$ cat src/rtl/bus_serial_target_pkg.sv
// bus_serial_target_pkg: OCP command/response encodings and serial-link framing helpers
// Bus         : Ocp_cmd (IDLE/WR/RD), Ocp_resp (NULL/DVA/FAIL/ERR)
// Serial_link : beat_count/pad_bits framing math and the target FSM State enum
package Bus;
    typedef enum logic [2:0] {IDLE = 3'd0, WR = 3'd1, RD = 3'd2} Ocp_cmd;
    typedef enum logic [1:0] {NULL = 2'd0, DVA = 2'd1, FAIL = 2'd2, ERR = 2'd3} Ocp_resp;
endpackage

package Serial_link;
    function automatic int beat_count(input int w, input int sw);
        return (w + sw - 1) / sw;
    endfunction
    function automatic int pad_bits(input int w, input int sw);
        return (sw - w % sw) % sw;
    endfunction
    // S_RESET keeps rx_ready low until the first edge after reset releases
    typedef enum logic [2:0] {
        S_RESET, S_IDLE, S_RECEIVE, S_ISSUE, S_WAIT_RESP, S_TX_WAIT, S_TRANSMIT
    } State;
endpackage

$ cat src/rtl/bus_serial_target_shifter.sv
// serial_frame_shifter: parallel-load, MSB-first shift register with a beat counter
// clk, reset          : clock, async active-high reset
// i_load / i_word     : load a W-bit word (LSB-padded to whole beats), clears counter
// i_shift / i_beat    : shift one SW-bit beat in at the LSB end, advance counter
// o_data              : RX=1 -> top W bits of the frame, RX=0 -> current outgoing beat
// o_last              : counter is on the terminal beat
module serial_frame_shifter
    import Serial_link::*;
#(
    parameter int SW = 4,
    parameter int W  = 8,
    parameter int RX = 1
) (
    input  logic                            clk,
    input  logic                            reset,
    input  logic                            i_load,
    input  logic [W-1:0]                    i_word,
    input  logic                            i_shift,
    input  logic [SW-1:0]                   i_beat,
    output logic [(RX != 0 ? W : SW)-1:0]   o_data,
    output logic                            o_last
);
    localparam int N   = beat_count(W, SW);
    localparam int PAD = pad_bits(W, SW);
    localparam int FW  = N * SW;
    localparam int OW  = RX != 0 ? W : SW;
    localparam int CW  = $clog2(N + 1);

    logic [FW-1:0] r_word;
    logic [CW-1:0] r_ctr;
    logic [FW-1:0] w_shifted;

    generate
        if (N == 1) begin : g_single
            assign w_shifted = i_beat;
        end else begin : g_multi
            assign w_shifted = {r_word[FW-SW-1:0], i_beat};
        end
    endgenerate

    assign o_last = r_ctr == CW'(N - 1);
    assign o_data = r_word[FW-1 -: OW];

    // counter clears on the terminal beat so it never runs past N-1
    always_ff @(posedge clk or posedge reset) begin
        if (reset) begin
            r_word <= '0;
            r_ctr  <= '0;
        end else if (i_load) begin
            r_word <= FW'(i_word) << PAD;
            r_ctr  <= '0;
        end else if (i_shift) begin
            r_word <= w_shifted;
            r_ctr  <= o_last ? '0 : r_ctr + 1'b1;
        end
    end
endmodule

$ cat src/rtl/bus_serial_target.sv
// bus_serial_target: serial-link remote endpoint, deserializes commands to OCP and serializes responses back
// clk, reset                      : clock, async active-high reset
// rx_valid/rx_data/rx_ready       : command beats in, MSB-first
// tx_valid/tx_data/tx_ready       : response beats out, MSB-first
// MCmd/MAddr/MData/MByteEn        : OCP request to the local slave (MDataValid tied 0)
// SCmdAccept/SResp/SData          : OCP slave handshake and response
// MRespAccept                     : response accepted (idle or waiting)
// timeout                         : one-cycle pulse when an ERR response is synthesized
module bus_serial_target
    import Bus::*;
    import Serial_link::*;
#(
    parameter int SERIAL_WIDTH = 4,
    parameter int ADDR_WIDTH   = 32,
    parameter int DATA_WIDTH   = 32,
    parameter int WRITE_RESP   = 1,
    parameter int RESP_TIMEOUT = 0
) (
    input  logic                      clk,
    input  logic                      reset,
    input  logic                      rx_valid,
    input  logic [SERIAL_WIDTH-1:0]   rx_data,
    output logic                      rx_ready,
    output logic                      tx_valid,
    output logic [SERIAL_WIDTH-1:0]   tx_data,
    input  logic                      tx_ready,
    output logic [2:0]                MCmd,
    output logic [ADDR_WIDTH-1:0]     MAddr,
    output logic [DATA_WIDTH-1:0]     MData,
    output logic [DATA_WIDTH/8-1:0]   MByteEn,
    output logic                      MDataValid,
    input  logic                      SCmdAccept,
    input  logic [1:0]                SResp,
    input  logic [DATA_WIDTH-1:0]     SData,
    output logic                      MRespAccept,
    output logic                      timeout
);
    localparam int W_CMD = 3 + ADDR_WIDTH + DATA_WIDTH + DATA_WIDTH / 8;
    localparam int W_RSP = 2 + DATA_WIDTH;
    localparam int TW    = RESP_TIMEOUT > 0 ? $clog2(RESP_TIMEOUT + 1) : 1;

    typedef struct packed {
        Ocp_cmd                  cmd;
        logic [ADDR_WIDTH-1:0]   addr;
        logic [DATA_WIDTH-1:0]   data;
        logic [DATA_WIDTH/8-1:0] be;
    } Cmd_word;

    typedef struct packed {
        Ocp_resp               resp;
        logic [DATA_WIDTH-1:0] data;
    } Resp_word;

    State                    r_state;
    State                    w_next;
    logic [TW-1:0]           r_to_ctr;
    logic                    r_timeout;
    logic [W_CMD-1:0]        w_rx_word;
    Cmd_word                 w_cmd;
    Resp_word                w_resp;
    logic [SERIAL_WIDTH-1:0] w_tx_beat;
    logic                    w_rx_last;
    logic                    w_tx_last;
    logic                    w_rx_shift;
    logic                    w_tx_load;
    logic                    w_tx_shift;
    logic                    w_set_timeout;
    logic                    w_issue;
    logic                    w_resp_seen;
    logic                    w_to_hit;

    serial_frame_shifter #(.SW(SERIAL_WIDTH), .W(W_CMD), .RX(1)) u_rx (
        .clk     (clk),
        .reset   (reset),
        .i_load  (1'b0),
        .i_word  ('0),
        .i_shift (w_rx_shift),
        .i_beat  (rx_data),
        .o_data  (w_rx_word),
        .o_last  (w_rx_last)
    );

    serial_frame_shifter #(.SW(SERIAL_WIDTH), .W(W_RSP), .RX(0)) u_tx (
        .clk     (clk),
        .reset   (reset),
        .i_load  (w_tx_load),
        .i_word  (w_resp),
        .i_shift (w_tx_shift),
        .i_beat  ('0),
        .o_data  (w_tx_beat),
        .o_last  (w_tx_last)
    );

    assign w_cmd       = Cmd_word'(w_rx_word);
    assign w_issue     = r_state == S_ISSUE;
    assign w_resp_seen = Ocp_resp'(SResp) != NULL;
    assign w_to_hit    = (RESP_TIMEOUT > 0) && (r_to_ctr == TW'(RESP_TIMEOUT - 1));

    assign rx_ready    = r_state == S_IDLE;
    assign MRespAccept = (r_state == S_IDLE) || (r_state == S_WAIT_RESP);
    assign MCmd        = w_issue ? w_cmd.cmd : IDLE;
    assign MAddr       = w_issue ? w_cmd.addr : '0;
    assign MData       = w_issue ? w_cmd.data : '0;
    assign MByteEn     = w_issue ? w_cmd.be : '0;
    assign MDataValid  = 1'b0;
    assign tx_valid    = r_state == S_TRANSMIT;
    assign tx_data     = tx_valid ? w_tx_beat : '0;
    assign timeout     = r_timeout;

    always_ff @(posedge clk or posedge reset) begin
        if (reset) begin
            r_state   <= S_RESET;
            r_to_ctr  <= '0;
            r_timeout <= 1'b0;
        end else begin
            r_state   <= w_next;
            r_to_ctr  <= (RESP_TIMEOUT > 0 && r_state == S_WAIT_RESP) ? r_to_ctr + 1'b1 : '0;
            r_timeout <= w_set_timeout;
        end
    end

    always_comb begin
        w_next        = r_state;
        w_rx_shift    = 1'b0;
        w_tx_load     = 1'b0;
        w_tx_shift    = 1'b0;
        w_set_timeout = 1'b0;
        w_resp        = '0;
        case (r_state)
            S_RESET: w_next = S_IDLE;
            // stale responses arriving here are accepted and dropped
            S_IDLE: begin
                if (rx_valid) begin
                    w_rx_shift = 1'b1;
                    w_next     = w_rx_last ? S_ISSUE : S_RECEIVE;
                end
            end
            S_RECEIVE: begin
                if (rx_valid) begin
                    w_rx_shift = 1'b1;
                    w_next     = w_rx_last ? S_ISSUE : S_RECEIVE;
                end
            end
            S_ISSUE: begin
                if (w_cmd.cmd == IDLE)
                    w_next = S_IDLE;
                else if (SCmdAccept)
                    w_next = (w_cmd.cmd == RD || (w_cmd.cmd == WR && WRITE_RESP != 0)) ? S_WAIT_RESP : S_IDLE;
            end
            // a real response on the timeout edge takes priority
            S_WAIT_RESP: begin
                if (w_resp_seen) begin
                    w_tx_load = 1'b1;
                    w_resp    = '{resp: Ocp_resp'(SResp), data: SData};
                    w_next    = S_TX_WAIT;
                end else if (w_to_hit) begin
                    w_tx_load     = 1'b1;
                    w_set_timeout = 1'b1;
                    w_resp        = '{resp: ERR, data: '0};
                    w_next        = S_TX_WAIT;
                end
            end
            S_TX_WAIT: w_next = tx_ready ? S_TRANSMIT : S_TX_WAIT;
            S_TRANSMIT: begin
                w_tx_shift = 1'b1;
                w_next     = w_tx_last ? S_IDLE : S_TRANSMIT;
            end
            default: w_next = S_IDLE;
        endcase
    end
endmodule

$ cat config.mk
export PLATFORM = sky130hd
export DESIGN_NAME = bus_serial_target
export DESIGN_NICKNAME = d
export VERILOG_FILES = /design/src/rtl/bus_serial_target_pkg.sv /design/src/rtl/bus_serial_target_shifter.sv /design/src/rtl/bus_serial_target.sv
export SDC_FILE = /design/constraint.sdc
export NUM_CORES = 1
export LEC_CHECK = 0
export ABC_CLOCK_PERIOD_IN_PS = 4450
export BUFFER_PORTS_ARGS = -buffer_cell sky130_fd_sc_hd__buf_2
export CORE_MARGIN = 8
export CORE_UTILIZATION = 40
export CTS_BUF_LIST = sky130_fd_sc_hd__clkbuf_4
export DETAILED_ROUTE_END_ITERATION = 10
export GPL_TIMING_DRIVEN = 1
export PLACE_DENSITY = 0.7
export SLEW_MARGIN = 20
export SYNTH_ARGS = -nofsm -noshare
export SYNTH_HDL_FRONTEND = slang
export SYNTH_HIERARCHICAL = 1
export SYNTH_SLANG_ARGS = --single-unit
$ cat constraint.sdc
create_clock -name clk -period 4.45 [get_ports clk]
set_input_delay 1.335 -clock clk [delete_from_list [all_inputs] [get_ports clk]]
set_output_delay 1.335 -clock clk [all_outputs]
set_load 0.01 [all_outputs]
==> flow_summary.toml <==
[outcome]
status = "finished, final reports clean"

[clock_network]
cts_tree = "yes"
clock_sinks = 120
hold_buffers = 0
htree_levels = 4
post-cts-setup-buffers = 0
clk_path_buf_depth = 2
path_clk_slew_ps = 110
cts_root_buffer = "clkbuf_4"
cts_resized = 0
clk_latency_ps = 520
cts_buffers = 17

[global_route]
grt_pass1_vias = 4917
grt_pass1_wl_um = 24600
gr-total-overflow = 0
antenna_found_initial = 0
grt_use_total = 0.136
grt_max_degree = 92

[sta]
setup_viol = 0
hold_viol = 0
clock_skew_ps = 18.7
fin_crit_sh = 0.818
rsz0062_at_grt = "no"
fmax_ghz = 0.275
setup_slack_ps = 812
tightestPinTransition_ps = 691
period_minus_slack_ps = 3640
slew_headroom = 0.539
tns_ps = 0
drv_slew = 0

[synth]
seq_area_frac_synth = 0.425
ys_seq_elements = 120
ys_types = 39
synth_flop_cell = "dfrtp_1"
syn_avg_cell_area_um2 = 9.27
synth-edff-count = 0
synth.area.top_cells = "dfrtp_1, mux2i_1, and2_1"
yosysTopAreaCell = "dfrtp_1"
synth_top_area_frac = 0.425
yosys-top-cells-count = "dfrtp_1, nand2_1, o21ai_0"
synthCells = 762
yosysMostFrequentCell = "dfrtp_1"
ys_warn_count = 6
syn-cell-area_um2 = 7060
synthArstFlopShare = 1.00

[cells_and_area]
drive_gt1_frac = 0.193
antennaDiodeCount = 0
fillers = 1699
layout.cells.non_filler = 1102
final_area_um2 = 7780
nets = 911
area_growth_syn_to_layout_pct = 10.1

[floorplanning]
io_pins = 123
coreArea_um2 = 17300
initial_core_util = 0.408
fp.dieH_um = 149
rows = 48
die_area_um2 = 22200
die_x_um = 149

[power]
power_density_nw_per_um2 = 521
p_leak_nw = 3.53
vdd_drop_max_v = 0.000329
total_power_mw = 4.05

[routing]
wl_per_cell_um = 13.6
wirelength_um = 15000
antenna_left = 0
drt_pass1_iterations = 7
dr.first_iter.drc_count = 267
viasPerCell = 4.59
drc = 0
vias = 5054

[placement]
place_hpwl_um = 10200
place.gp.congestion = 0.750
pre_cts_slack_ps = 1340
port_buffers = 120
dpl.cell_count = 1070
place_area_um2 = 7510

[job]
maxCapViolations = 0

[hold_path]
hold_end = "u_rx/r_word[0]"
hold_depth = 2
hold_start = "u_rx/r_word[0]"
hp-class = "reg -> reg"

[worst_setup_path]
r2r_slack_ps = 2230
cp_max_fo = 35
worstPathRequired_ps = 3120
reg2regPathDepth = 5
r2r-end = "u_tx/r_word[22]"
endpoint_kind = "primary output"
cp.arrival_ps = 2300
r2r-start = "r_state[0]"
start_kind = "flip-flop"
criticalPathCategory = "reg -> out"
-- cells in the final DEF (no fill, tap or decap), drive strengths merged --
cell type	n
a211o	1
a21boi	1
a21oi	9
a22o	1
and2	109
and3b	1
and4b	1
buf	129
bufinv	2
clkbuf	18
clkinv	10
clkinvlp	3
conb	84
dfrtp	120
ha	4
inv	8
maj3	1
mux2	1
mux2i	109
nand2	114
nand2b	4
nand3	2
nand3b	4
nand4	1
nor2	13
nor3	3
nor3b	2
o211ai	1
o21ai	110
o221a	1
o22ai	1
o311ai	1
o32ai	2
or3	1
or3b	2
xnor2	2
xor2	1
-- final cells by class --
class	instances	area, um2	area share
clock inverters	14	134	0.0172
clock buffers	18	135	0.0174
inverters	9	35.0	0.00450
repair buffers	129	681	0.0875
well taps	225	282	0.0362
flip-flops and latches	120	3000	0.386
multi-input cells	587	3510	0.451
-- metrics by stage --
stage          hold WS [ps]   util
5_1_grt                 596  0.450
4_1_cts                 541  0.450
2_1_floorplan           486      -
6_report                540  0.450
3_5_place_dp            514  0.434
3_3_place_gp            505  0.434
-- cell families after synthesis --
logic type / count (synthesis) / synth area share
multiplexers: 110 / 0.156
buffers and inverters: 138 / 0.125
AND/OR/NAND/NOR: 257 / 0.186
AO/OA/AOI/OAI: 128 / 0.0951
other: 1 / 0.000531
flip-flops: 120 / 0.425
adder cells (fa/ha/maj): 5 / 0.00868
XOR/XNOR: 3 / 0.00372
-- worst max path at each step --
stage	startpoint	end	cells past startpoint
floorplan	reset	u_rx/r_ctr[0]	1
global placement	r_state[1]	MAddr[9]	4
detailed placement	r_state[1]	MByteEn[2]	4
CTS	r_state[1]	MByteEn[2]	4
global route	r_state[1]	MByteEn[2]	4
finish	r_state[1]	MByteEn[2]	4
-- critical path: stages (launching register included) --
cell and delay (ps):
dfrtp_1 610, and3b_2 510, buf_4 340, and2_1 180, buf_2 130
-- where the power goes --
| group | switching (mW) | total [mW] | internal (mW) |
|---|---|---|---|
| logic | 0.837 | 1.57 | 0.729 |
| clock network | 0.435 | 0.767 | 0.332 |
| registers | 0.298 | 1.72 | 1.42 |
| total | 1.57 | 4.05 | 2.48 |
-- sequential cells by signal (all words and copies together) (netlist names) --
signal	count
r_state	3
u_rx/r_ctr	5
u_rx/r_word	72
u_tx/r_ctr	4
u_tx/r_word	36
-- metal layers --
| layer | vias to the layer above | share of wire | track usage |
|---|---|---|---|
| li1 | 2581 | - | - |
| met1 | 2342 | 0.49 | 0.182 |
| met2 | 118 | 0.45 | 0.208 |
| met3 | 13 | 0.053 | 0.0388 |
| met4 | 0 | 0.012 | 0.0439 |
| met5 | - | 0 | 0 |
Power figures use the tool's default switching activity.
